`config.mk`:
```
export PLATFORM = sky130hd
export DESIGN_NAME = twi_master_engine
export DESIGN_NICKNAME = d
export VERILOG_FILES = /design/src/rtl/twi_pkg.sv /design/src/rtl/twi_quarter_timer.sv /design/src/rtl/twi_master_engine.sv
export SDC_FILE = /design/constraint.sdc
export NUM_CORES = 1
export LEC_CHECK = 0
export ABC_AREA = 1
export ABC_CLOCK_PERIOD_IN_PS = 2490
export CAP_MARGIN = 40
export CORE_AREA = 2 2 87 89
export DETAILED_ROUTE_END_ITERATION = 7
export DIE_AREA = 0 0 89 91
export PLACE_DENSITY = 0.7
export SYNTH_ARGS = -nofsm -noshare
export SYNTH_HDL_FRONTEND = slang
export SYNTH_HIERARCHICAL = 1
export SYNTH_SLANG_ARGS = --single-unit
```
`constraint.sdc`:
```
create_clock -name iClk -period 2.49 [get_ports iClk]
set_input_delay 0.747 -clock iClk [delete_from_list [all_inputs] [get_ports iClk]]
set_output_delay 0.747 -clock iClk [all_outputs]
set_load 0.01 [all_outputs]
```
`src/rtl/twi_pkg.sv`:
```
// Shared types and constants for the TWI byte engine.
package twi_pkg;

    typedef enum logic [2:0] {
        ST_IDLE,
        ST_START,
        ST_BIT,
        ST_ACK,
        ST_STOP,
        ST_DONE
    } twi_state_e;

    typedef struct packed {
        logic start;
        logic stop;
        logic read;
        logic nack;
    } twi_cmd_t;

    localparam int   QTR_W    = 2;
    localparam int   BIT_W    = 3;
    localparam int   CMD_W    = $bits(twi_cmd_t);
    localparam logic LINE_REL = 1'b1;

endpackage

```
`src/rtl/twi_quarter_timer.sv`:
```
// Quarter-period prescaler; tick_o is high on the last cycle of every SCL quarter.
module twi_quarter_timer #(
    parameter int CLK_DIV   = 250,
    parameter int DIV_WIDTH = 16
) (
    input  logic iClk,
    input  logic iResetN,
    input  logic en_i,
    input  logic clr_i,
    output logic tick_o
);

    localparam logic [DIV_WIDTH-1:0] LAST = DIV_WIDTH'(CLK_DIV - 1);

    logic [DIV_WIDTH-1:0] cnt_q, cnt_d;

    assign tick_o = en_i && (cnt_q == LAST);

    always_comb begin
        cnt_d = cnt_q;
        if (clr_i)
            cnt_d = '0;
        else if (en_i)
            cnt_d = tick_o ? '0 : cnt_q + DIV_WIDTH'(1);
    end

    always_ff @(posedge iClk or negedge iResetN) begin
        if (!iResetN) cnt_q <= '0;
        else          cnt_q <= cnt_d;
    end

endmodule

```
`src/rtl/twi_master_engine.sv`:
```
// Byte-level TWI master: optional START, 8 data bits + ACK, optional STOP per command.
//   state    | meaning
//   IDLE     | ready for a command, lines held
//   START    | (repeated) START condition, 4 quarters
//   BIT      | one data bit per 4 quarters, 8 times
//   ACK      | acknowledge slot
//   STOP     | STOP condition, releases the bus
//   DONE     | one cycle, publishes results
module twi_master_engine
    import twi_pkg::*;
#(
    parameter int CLK_DIV   = 250,
    parameter int DIV_WIDTH = 16
) (
    input  logic       iClk,
    input  logic       iResetN,
    input  logic       iCmdValid,
    output logic       oCmdReady,
    input  logic       iCmdStart,
    input  logic       iCmdStop,
    input  logic       iCmdRead,
    input  logic       iCmdNack,
    input  logic [0:7] iTxData,
    output logic [0:7] oRxData,
    output logic       oAckErr,
    output logic       oDone,
    output logic       oBusOwned,
    input  logic       iSda,
    output logic       oSda,
    output logic       oScl
);

    twi_state_e       state_q, state_d;
    logic [QTR_W-1:0] qtr_q, qtr_d;
    logic [BIT_W-1:0] bit_q, bit_d;
    twi_cmd_t         cmd_q, cmd_d;
    logic [0:7]       tx_q, tx_d, rx_sh_q, rx_sh_d, rx_q, rx_d;
    logic             ack_smp_q, ack_smp_d, ack_err_q, ack_err_d;
    logic             done_q, done_d, ready_q, ready_d, owned_q, owned_d;
    logic             scl_q, scl_d, sda_q, sda_d;
    logic [CMD_W-1:0] cmd_in;
    logic             accept, busy, tick;

    assign cmd_in = {iCmdStart, iCmdStop, iCmdRead, iCmdNack};
    assign accept = iCmdValid && ready_q;
    assign busy   = state_q inside {ST_START, ST_BIT, ST_ACK, ST_STOP};

    twi_quarter_timer #(.CLK_DIV(CLK_DIV), .DIV_WIDTH(DIV_WIDTH)) u_timer (
        .iClk    (iClk),
        .iResetN (iResetN),
        .en_i    (busy),
        .clr_i   (accept),
        .tick_o  (tick)
    );

    always_comb begin
        state_d   = state_q;
        qtr_d     = qtr_q;
        bit_d     = bit_q;
        cmd_d     = cmd_q;
        tx_d      = tx_q;
        rx_sh_d   = rx_sh_q;
        rx_d      = rx_q;
        ack_smp_d = ack_smp_q;
        ack_err_d = ack_err_q;
        done_d    = 1'b0;
        ready_d   = ready_q;
        owned_d   = owned_q;
        case (state_q)
            ST_IDLE: begin
                ready_d = 1'b1;
                if (accept) begin
                    cmd_d     = twi_cmd_t'(cmd_in);
                    tx_d      = iTxData;
                    ready_d   = 1'b0;
                    ack_err_d = 1'b0;
                    qtr_d     = '0;
                    bit_d     = '0;
                    // An unowned bus always needs a START first
                    if (iCmdStart || !owned_q) begin
                        state_d = ST_START;
                        owned_d = 1'b1;
                    end else begin
                        state_d = ST_BIT;
                    end
                end
            end
            ST_START, ST_BIT, ST_ACK, ST_STOP: begin
                if (tick) begin
                    qtr_d = qtr_q + QTR_W'(1);
                    if (qtr_q == QTR_W'(2) && state_q == ST_BIT) rx_sh_d = {rx_sh_q[1:7], iSda};
                    if (qtr_q == QTR_W'(2) && state_q == ST_ACK) ack_smp_d = iSda;
                    if (qtr_q == QTR_W'(3)) begin
                        case (state_q)
                            ST_START: state_d = ST_BIT;
                            ST_BIT: begin
                                bit_d = bit_q + BIT_W'(1);
                                if (bit_q == '1) state_d = ST_ACK;
                            end
                            ST_ACK:  state_d = cmd_q.stop ? ST_STOP : ST_DONE;
                            default: begin
                                state_d = ST_DONE;
                                owned_d = 1'b0;
                            end
                        endcase
                    end
                end
            end
            ST_DONE: begin
                state_d   = ST_IDLE;
                done_d    = 1'b1;
                if (cmd_q.read) rx_d = rx_sh_q;
                ack_err_d = !cmd_q.read && ack_smp_q;
            end
            default: state_d = ST_IDLE;
        endcase

        // Lines are derived from the quarter being entered so they change only at quarter entry
        scl_d = scl_q;
        sda_d = sda_q;
        case (state_d)
            ST_START: begin scl_d = (qtr_d != '0); sda_d = ~qtr_d[1]; end
            ST_BIT: begin
                scl_d = qtr_d[1];
                sda_d = cmd_d.read ? LINE_REL : tx_d[bit_d];
            end
            ST_ACK: begin
                scl_d = qtr_d[1];
                sda_d = cmd_d.read ? cmd_d.nack : LINE_REL;
            end
            ST_STOP: begin scl_d = (qtr_d != '0); sda_d = qtr_d[1]; end
            ST_DONE: if (!cmd_d.stop) scl_d = 1'b0;
            default: ;
        endcase
    end

    always_ff @(posedge iClk or negedge iResetN) begin
        if (!iResetN) begin
            state_q   <= ST_IDLE;
            qtr_q     <= '0;
            bit_q     <= '0;
            cmd_q     <= '0;
            tx_q      <= '0;
            rx_sh_q   <= '0;
            rx_q      <= '0;
            ack_smp_q <= 1'b0;
            ack_err_q <= 1'b0;
            done_q    <= 1'b0;
            ready_q   <= 1'b1;
            owned_q   <= 1'b0;
            scl_q     <= LINE_REL;
            sda_q     <= LINE_REL;
        end else begin
            state_q   <= state_d;
            qtr_q     <= qtr_d;
            bit_q     <= bit_d;
            cmd_q     <= cmd_d;
            tx_q      <= tx_d;
            rx_sh_q   <= rx_sh_d;
            rx_q      <= rx_d;
            ack_smp_q <= ack_smp_d;
            ack_err_q <= ack_err_d;
            done_q    <= done_d;
            ready_q   <= ready_d;
            owned_q   <= owned_d;
            scl_q     <= scl_d;
            sda_q     <= sda_d;
        end
    end

    assign oCmdReady = ready_q;
    assign oRxData   = rx_q;
    assign oAckErr   = ack_err_q;
    assign oDone     = done_q;
    assign oBusOwned = owned_q;
    assign oSda      = sda_q;
    assign oScl      = scl_q;

endmodule

```
# == Word level (Yosys, flattened, before mapping) ==
# Cells that the tools add are included.
# totals
input_bits,16
reg_bits,58
out_inout_bits,14
word_cells,110
# classes
reduce_logical,26
muxes,41
eq_ne,20
n_addsub,3
n_bitwise,2
magnitude_cmp,1
# op_table
operator,count
16-bit 2-to-1 mux,3
3-bit 2-to-1 mux,10
16-bit by 1-bit adder with 16-bit output (second input constant),1
16-bit by 8-bit == test with 1-bit output (second input constant),1
8-bit 2-to-1 mux,2
3-bit == test (second input constant),5
1-bit 2-to-1 mux,14
3-bit by 2-bit == test with 1-bit output (second input constant),4
3-bit one-hot mux with 2 select lines,2
2-bit != test (second input constant),5
3-bit one-hot mux with 3 select lines,1
2-bit nonzero test,4
4-bit nonzero test,2
3-bit by 1-bit == test with 1-bit output (second input constant),2
2-bit 2-to-1 mux,3
2-bit AND reduction,3
3-bit AND reduction,2
6-bit AND reduction,1
1-bit logical AND,5
2-bit == test (second input constant),2
4-bit greater-or-equal comparator (second input constant),1
3-bit inverter with 4-bit output,1
1-bit one-hot mux with 2 select lines,2
1-bit one-hot mux with 4 select lines,1
14 further kinds,16

# == Logic depth before layout (Yosys ltp) ==
# Gate-level depths: netlist (run 1).
# depth
depth_word,11
ltp_mapped,21
depth_no_buf,21

# == Modules after synthesis ==
# The synthesis (run 1) kept the hierarchy.
# by_module_without_submodules
mod,cells_each,n_inst,seq_area_each_um2,area_each_um2
twi_master_engine,251,1,1054.8,2052.0
twi_quarter_timer,149,1,400.4,1076.0

# == Worst setup path after synthesis (run 1) ==
# OpenSTA, ideal clock, no wires.
# synth_timing
kind,flip-flop to flip-flop
startpoint,register state_q[1]
endpoint,"register sda_q, in the netlist oSda"
arrival_time_ps,2256
setup_ps,73
n_path_buf,0
stages_incl_launch_ff,20
required_ps,2417
synth_period_minus_slack_ps,2329
setup_slack_ps,161
cell_sequence,dfrtp_1 -> nor2_2 -> nand2_1 -> nand2_2 -> nand2_1 -> nor2_1 -> nand2_1 -> nor2_2 -> nand2_1 -> inv_2 -> nand3_1 -> nand2_1 -> nand3_2 -> inv_1 -> nand2_1 -> nand3_1 -> nand3_1 -> nand3_1 -> nand2_1 -> a21oi_1
# synth_via
elab_chain_cells,11
word_cells_on_any_way,35
cone_classes,eq/ne (8); mux (20); bitwise (2); reduce/logical (5)
# synth_lines
item,line_no,source
"start, declared",twi_master_engine.sv:33,"twi_state_e state_q, state_d;"
"start signal, assigned",twi_master_engine.sv:154,state_q <= state_d;
3-bit by 1-bit == test with 1-bit output (tied with other cells),twi_master_engine.sv:46,"assign busy = state_q inside {ST_START, ST_BIT, ST_ACK, ST_STOP};"
4-bit nonzero test (*),twi_master_engine.sv:46,
via busy,twi_master_engine.sv:42,"logic accept, busy, tick;"
1-bit logical AND (*),twi_quarter_timer.sv:17,assign tick_o = en_i && (cnt_q == LAST);
via tick,twi_master_engine.sv:42,
3-bit 2-to-1 mux (*),twi_master_engine.sv:89,if (tick) begin
3-bit one-hot mux with 2 select lines (*),twi_master_engine.sv:69,case (state_q)
via bit_d[0],twi_master_engine.sv:35,"logic [BIT_W-1:0] bit_q, bit_d;"
3-bit inverter with 4-bit output (implied by the code) (*),twi_master_engine.sv:125,sda_d = cmd_d.read ? LINE_REL : tx_d[bit_d];
1-bit binary-select mux with 3-bit select (*),twi_master_engine.sv:125,
1-bit 2-to-1 mux (implied by the code) (*) (2 in a row),twi_master_engine.sv:125,
1-bit 2-to-1 mux (*),twi_master_engine.sv:125,
1-bit one-hot mux with 4 select lines (*),twi_master_engine.sv:121,case (state_d)
"end signal, assigned",twi_master_engine.sv:152,sda_q <= LINE_REL;
"end signal, assigned",twi_master_engine.sv:167,sda_q <= sda_d;
"end, declared",twi_master_engine.sv:40,"logic scl_q, scl_d, sda_q, sda_d;"
# The timed path passes the listed nets; every way through them passes the cells marked *. The select of a mux whose other input is x is not followed.
# A chain may end at the register's enable or synchronous reset.

# == Final worst setup path (run 1) ==
# layout_timing
startpoint,register state_q[1]
endpoint,"register scl_q, in the netlist oScl"
# layout_via
elab_chain_cells,9
word_cells_on_any_way,29
cone_classes,eq/ne (10); mux (10); reduce/logical (9)
# layout_lines
item,line_no,source
3-bit by 1-bit == test with 1-bit output (tied with other cells),twi_master_engine.sv:46,
4-bit nonzero test (*),twi_master_engine.sv:46,
via busy,twi_master_engine.sv:42,
1-bit logical AND (*),twi_quarter_timer.sv:17,
via tick,twi_master_engine.sv:42,
3-bit 2-to-1 mux (*),twi_master_engine.sv:89,
3-bit one-hot mux with 2 select lines (*),twi_master_engine.sv:69,
via state_d[1],twi_master_engine.sv:33,
3-bit by 2-bit == test with 1-bit output (tied with other cells),twi_master_engine.sv:121,
2-bit OR reduction (no line),-,
3-bit nonzero test (no line),-,
2-bit AND reduction (no line),-,
"end signal, assigned",twi_master_engine.sv:166,scl_q <= scl_d;
"end, declared",twi_master_engine.sv:40,
# The timed path passes the listed nets; every way through them passes the cells marked *.

==> results.txt, run 1 <==
The flow ran to the end, and the final reports show no timing, DRC or antenna violations. Dominant register cell in the synthesized netlist: dfrtp_1. Routability-driven placement finished with a final weighted congestion of 0.8834. Once detail routing completed, the nets flagged for antenna violations numbered 0. Clock-pin slew was measured on the worst setup and hold paths at 70 ps.

In the routed layout, each cell is associated on average with a via count of 4.807. At the worst endpoint, the arrival time is 2570 ps. The critical path required time was 2770 ps; the floorplan core area was 7137 sq um.

Power spread over the standard cell area amounts to 518.2 nW/um^2. Yosys instantiated no cell more often than nand2_1. Wires add up to 6597 um.

Cell taking the most area after synthesis: dfrtp_1. Dividing the synthesized area by the synthesized cell count gives 7.820 sq um. The logs give 30 for the number of top-level design ports and 3128 sq um for the cell area after synthesis. The hold violation total from the final report came out at 0. The final critical-path share of the clock period is 92.08%. Global routing finished with a remaining overflow of 0.

In this run, synthesis inferred 0 flip-flops with an integrated enable. The clock passes through at most 2 buffers. The critical path is of the reg2reg type.

The die outline width came out at 89 um. The logs give 0 for the total of max-cap violations and 8099 sq um for the full die area. The worst pin sits at a relative slew slack of 59.06%.

The cell sitting at the root of the clock tree is a clkbuf_8. Cells with a size suffix above 1 make up 18.72% of the layout. For this run, the register share of the synthesized area comes to 46.52%. For this configuration, the core starts out at a cell density of 43.83%.

The commonest cells after synthesis are nand2_1 (124), dfrtp_1 (55), inv_1 (46). For the leakage power total, the log shows 1.956 nW. For the pin with the worst max-slew slack, the measured transition is 609.4 ps. The number of buffers added on ports was 29. Synthesis produced 400 cells.

Detailed placement ended at an HPWL of 4766 um. The final setup TNS is 0 ps, and the clock buffer count from CTS is 9. The count of final max-slew check failures is 0, and the overall die height is 91 um. The largest driver fanout on the critical path is 4.

The clock period minus final worst setup slack was 2293 ps. Synthesis inferred 58 register bits. The portion of synthesized cell area occupied by the leading cell type came out at 44.00%. Number of remaining DRC errors: 0. The tools report the initial antenna violation count as 0. In this run the worst setup path begins at state_q[1]$_DFF_PN0_.

Global routing used 17.84% of the available tracks across all layers. Worst slack on hold paths: 348.7 ps. VDD sags by at most 324.3 uV. The logs give 36 for the unique cell type count in the Yosys netlist and 3 for the number of H-tree levels. In the synthesized netlist the async set-or-reset flop fraction comes to 100.0%. Dividing the detail-routed wire length by the instance count gives 11.93 um. For this design, the sink count on the clock tree is 58.

Entering global routing, the biggest net connects 42 pins. At the later pin of the worst-skew pair, clock insertion delay measures 340 ps. The layout-stage area growth over the synthesis result is 24.88%. By area the synthesized netlist is led by dfrtp_1 (44%), nand2_1 (15%), inv_1 (5.5%), nand3_1 (5.1%), nor2_1 (4.4%). Wire length of the first global-routing pass: 11,250 um. In this run the worst hold path is classified as in2async.

The initialized floorplan defines 31 standard-cell rows. TritonCTS built the clock tree. The number of nets in the layout came out at 471. For this run, the number of Yosys warnings is 6. Reg-to-reg startpoint: state_q[1]$_DFF_PN0_. Setup violations remaining at the end of the flow were counted as 0. The tools report the overall via count from detail_route as 2,658. The worst setup path is launched from a flip-flop.

The kind of end point of the critical path was a flip-flop. The tools report the number of global-route vias before repair as 2,543. For this run, the top clock speed supported by timing is 436.1 MHz.

The tools report the number of nets produced by synthesis as 422. The pre-antenna-repair detailed-routing pass consisted of 4 iterations. The repair_antennas step left the layout with diodes totalling 0.

The setup skew after layout is 10.92 ps. After the first detailed-routing iteration, the DRC count stood at 133.
-- cells in the final DEF (no fill, tap or decap), types with 11 or more instances in the layout --
cell type	netlist	routed
clkbuf_8	0	11
clkdlybuf4s50_1	0	28
nand3_1	32	29
nand2_2	7	12
o21ai_0	24	23
nand2_1	124	118
nor2_1	37	36
buf_4	0	13
inv_1	46	45
dfrtp_1	55	55
-- flip-flops by register name, summed over array words and instances (netlist names) --
name	flops
oBusOwned	1
ack_smp_q	1
tx_q	8
bit_q	3
oCmdReady	1
oAckErr	1
oDone	1
u_timer/cnt_q	16
oSda	1
oScl	1
state_q	3
qtr_q	2
cmd_q	3
oRxData	8
rx_sh_q	8
-- kinds of logic after synthesis --
kind of cell	after synthesis	share of synthesized area, %
compound gates	40	7.121
xor+xnor	4	1.120
fa+ha+maj	6	2.400
buf+inv	59	7.800
flops	58	46.52
mux	1	0.3600
simple gates	232	34.68
-- layout make-up --
class,instances,area [sq um]
multi-input cells,283,1490
inverters,54,205.2
clock buffers,12,155.1
well taps,99,123.9
repair buffers,43,402.9
flip-flops and latches,58,1455
fillers,676,3231
clock inverters,4,73.82
-- metrics by stage --
step	instance area, sq um	worst slack [ps]	power [mW]	util [%]	cells
after floorplan	3128	161.5	0.9892	-	400
after global placement	3576	-46.70	1.043	50.11	532
after detailed placement	3576	-92.25	1.044	50.11	532
after CTS	3810	19.94	2.054	53.38	548
after global routing	3906	-22.84	2.096	54.73	553
final	3906	197.2	2.024	54.73	553
-- worst max-delay path, stage by stage (launching register included) --
cell     delay (ps)
dfrtp_1         410
nor2_2          150
nand2_2         100
nand2_2          90
nand2_1          70
nor2_2          140
nand2_2          80
nor2_4          130
nand2_4          80
inv_4            80
nand3_1         120
nand3_2         130
nand2_4          50
inv_2            70
nand3_1          80
nand2_1          70
nand2_1          80
nor2_1          150
nor2_1           50
nand2_1          50
nand2_1          40
-- worst paths after layout --
kind	slack, ps	endpoint	cells after the start
setup / recovery	200	oScl$_DFFE_PN1P_	20
hold / removal	350	u_timer/cnt_q[10]$_DFFE_PN0P_	1
setup reg to reg	200	oScl$_DFFE_PN1P_	20
hold reg to reg	470	oScl$_DFFE_PN1P_	2
max in group asynchronous	1520	oScl$_DFFE_PN1P_	2
min in group iClk	470	oScl$_DFFE_PN1P_	2
-- per-layer routing --
| metal | global-route usage, % | vias up | routed length, um |
|---|---|---|---|
| li1 | - | 1366 | - |
| met2 | 28.17 | 41 | 3226 |
| met4 | 8.955 | 0 | 193 |
| met5 | 0 | - | 0 |
| met3 | 3.545 | 13 | 200 |
| met1 | 23.02 | 1238 | 2976 |
-- what timing repair did --
action / 4_1_cts / 5_1_grt
resized for setup: 1 / 17
setup endpoints to repair: 1 / 2
hold buffers: 0 / 0
setup buffers: 0 / 5
cloned: 0 / 0
pin swaps: 1 / 3
-- report_power, final --
group / switching (mW) / internal, mW / total (mW) / leakage, nW
clock: 0.380 / 0.618 / 0.998 / 0.117
sequential: 0.00655 / 0.946 / 0.953 / 0.735
combinational: 0.0392 / 0.0340 / 0.0732 / 1.10
total: 0.426 / 1.60 / 2.02 / 1.96
Note: power is estimated with default switching activity, not from simulation.
==> run 2, diff against run 1 <==
--- a/config.mk
+++ b/config.mk
@@ -7,11 +7,12 @@
 export LEC_CHECK = 0
 export ABC_AREA = 1
 export ABC_CLOCK_PERIOD_IN_PS = 2490
-export CAP_MARGIN = 40
+export CAP_MARGIN = 20
 export CORE_AREA = 2 2 87 89
 export DETAILED_ROUTE_END_ITERATION = 7
 export DIE_AREA = 0 0 89 91
-export PLACE_DENSITY = 0.7
+export PLACE_DENSITY_LB_ADDON = 0.3
+export SLEW_MARGIN = 25
 export SYNTH_ARGS = -nofsm -noshare
 export SYNTH_HDL_FRONTEND = slang
 export SYNTH_HIERARCHICAL = 1
==> results.txt, run 2 (synthesized netlist as in run 1, its figures left out) <==
Floorplan core area: 7137 sq um (unchanged). The library cells used most frequently in the layout, excluding fill and tap cells, are nand2_1 (119), dfrtp_1 (53), inv_1 (44). The initial core utilization was 43.83% (unchanged). The logs give 31 (unchanged) for the number of placement rows and 0 (unchanged) for the total of max-cap violations.

The leakage power total was 1.896 nW (-3.1%); the wire length of the first global-routing pass was 10,870 um (-3.4%). The setup skew after layout came out at 13.45 ps (+2.533 ps). In this run the worst hold path is classified as in2async.

The largest driver fanout on the critical path came out at 6 (+2). Number of buffers added on ports: 29 (unchanged). The run gives 190 ps (about the same) as the flop-to-flop setup slack. The combined global-route utilization of all metal layers was 17.12% (-0.72 points); the full die area was 8099 sq um (unchanged).

The proportion of layout cells with a drive suffix above 1 works out to 19.47% (+0.75 points). The number of H-tree levels was 3 (unchanged); the hold violation total from the final report was 0 (unchanged). STA classifies the critical path endpoint as a flip-flop.

The total setup violations reported at the end of the flow was 0 (unchanged). STA classifies the critical path startpoint as a flip-flop. The area growth from synthesis to layout is 22.84%.

The initial antenna violation count was 0 (unchanged). The flip-flop count of the largest register, all copies and words added was 16 (unchanged); the antenna violation net count after detailed routing was 0 (unchanged). Clock period minus final worst setup slack: 2300 ps (+7.390 ps). The critical path required time came out at 2760 ps (about the same).

The number of nets in the layout was 469 (-0.42%). The final critical-path share of the clock period was 92.38% (+0.30 points); the clock net sink count was 58 (unchanged). The run gives 30 (unchanged) as the number of top-level design ports. The routed wire length per instance is 11.72 um (-1.8%), and the relative max-transition margin is 61.39% (+2.3 points).

Register bank with the most flops: u_timer/cnt_q. The detail-routed via count per cell was 4.820 (+0.29%); the number of global-route vias before repair was 2,520 (-0.90%). The run gives 0 (unchanged) as the number of antenna diodes. The power per cell area was 460.7 nW/um^2 (-11%). For the number of optimization iterations in the first detailed-route pass, the log shows 4 (unchanged).

The overall via count from detail_route was 2,656 (-0.075%); the final wirelength was 6455 um (-2.2%). The tools report the HPWL after detailed placement as 4699 um (-1.4%). The global-route congestion overflow total is 0 (unchanged). The flow ran to the end, and the final reports show no timing, DRC or antenna violations. The library cell used most frequently in the layout, excluding fill and tap cells, is nand2_1.

The number of remaining DRC errors was 0 (unchanged). The insertion delay of the later-clocked pin in the worst-skew pair is 330 ps (about the same). The violation count after the first detailed-routing iteration was 77 (-42%); the routability congestion estimate was 0.8397 (-4.9%). The tools report the maximum clock frequency as 434.7 MHz (-0.32%). The post-CTS clock slew at the launch and capture registers of the worst setup and hold paths is 70 ps (about the same).

TritonCTS built the clock tree. The run gives 189.8 ps (-7.390 ps) as the final setup slack of the worst path. The die outline width is 89 um (unchanged).

The setup slack at placement is -133.1 ps (-40.90 ps), and the final core utilization is 53.84% (-0.89 points). Clock tree synthesis selected as its root buffer the cell clkbuf_8. The clock buffer count from CTS is 9 (unchanged). For the worst path arrival time, the log shows 2570 ps (about the same). The highest ir drop seen on vdd is 298.2 uV (-8.1%), and the maximum buffer depth of the clock tree is 2 (unchanged). The pin slew with the least headroom to its limit is 578.5 ps (-30.95 ps), and the overall die height is 91 um (unchanged). Count of final max-slew check failures: 0 (unchanged). The tools report the maximum number of pins on one net before global-route repair as 27 (-36%). Critical setup path kind: reg2reg. The number of inserted filler cells in the final layout came out at 688 (+1.8%).
run 2: per-stage QoR:
stage               instances  area (sq um)  TNS (ps)  power (mW)  hold slack, ps
global route              551          3842    -38.60       1.852           353.9
finish                    551          3842         0       1.770           336.6
floorplan                 400          3128         0      0.9892           438.4
CTS                       548          3755         0       1.796           335.5
global placement          532          3576    -180.4       1.042           457.0
detailed placement        532          3576    -452.7       1.043           461.8
run 2: final timing paths:
| check | start | to | depth (start not counted) |
|---|---|---|---|
| worst max register to register | state_q[0]$_DFF_PN0_ | oScl$_DFFE_PN1P_ | 18 |
| min in group iClk | tx_q[7]$_DFF_PN0_ | tx_q[7]$_DFF_PN0_ | 2 |
| worst min register to register | tx_q[7]$_DFF_PN0_ | tx_q[7]$_DFF_PN0_ | 2 |
| worst max-delay path | state_q[0]$_DFF_PN0_ | oScl$_DFFE_PN1P_ | 18 |
| worst min-delay path | iResetN | rx_sh_q[2]$_DFFE_PN0P_ | 1 |
| max in group asynchronous | iResetN | u_timer/cnt_q[5]$_DFFE_PN0P_ | 2 |
run 2: area by class of cell:
type	instances	area (sq um)	share of cell area (%)
inverter	54	205.2	5.340
clock buffer	11	141.4	3.680
sequential	58	1458	37.94
clock inverter	5	30.03	0.7815
tap	99	123.9	3.224
multi-input combinational	283	1496	38.95
timing repair buffer	41	387.9	10.09
run 2: worst max-delay path, stage by stage, from the launching register on:
cell and delay [ps]:
dfrtp_2 430, inv_2 90, nand2_1 120, nand2_2 80
nand2_2 70, nand2_1 60, nor2_2 120, nand2_1 70
nor2_2 110, nand2_2 100, a22oi_1 210, nand2_1 160
nand2_2 130, nand2_1 100, nor3_2 140, nor2_2 60
nor2_1 80, nand2_1 60, nand2_1 60
run 2: what timing repair did:
item | 4_1_cts | 5_1_grt
setup endpoints to repair | 1 | 2
pin swaps | 0 | 3
buffers inserted | 0 | 3
resized for setup | 2 | 22
hold buffers | 0 | 0
gates cloned | 0 | 0
run 2: where the power goes:
part | switching (mW) | internal (mW)
Combinational | 0.0382 | 0.0335
Clock | 0.363 | 0.382
Sequential | 0.00651 | 0.946
run 2: routing by layer:
metal	global-route usage (%)	vias up	routed length, um
li1	-	1369	-
met1	21.69	1235	2966
met2	27.74	44	3196
met3	4.909	8	216
met4	5.970	0	76
met5	0	-	0
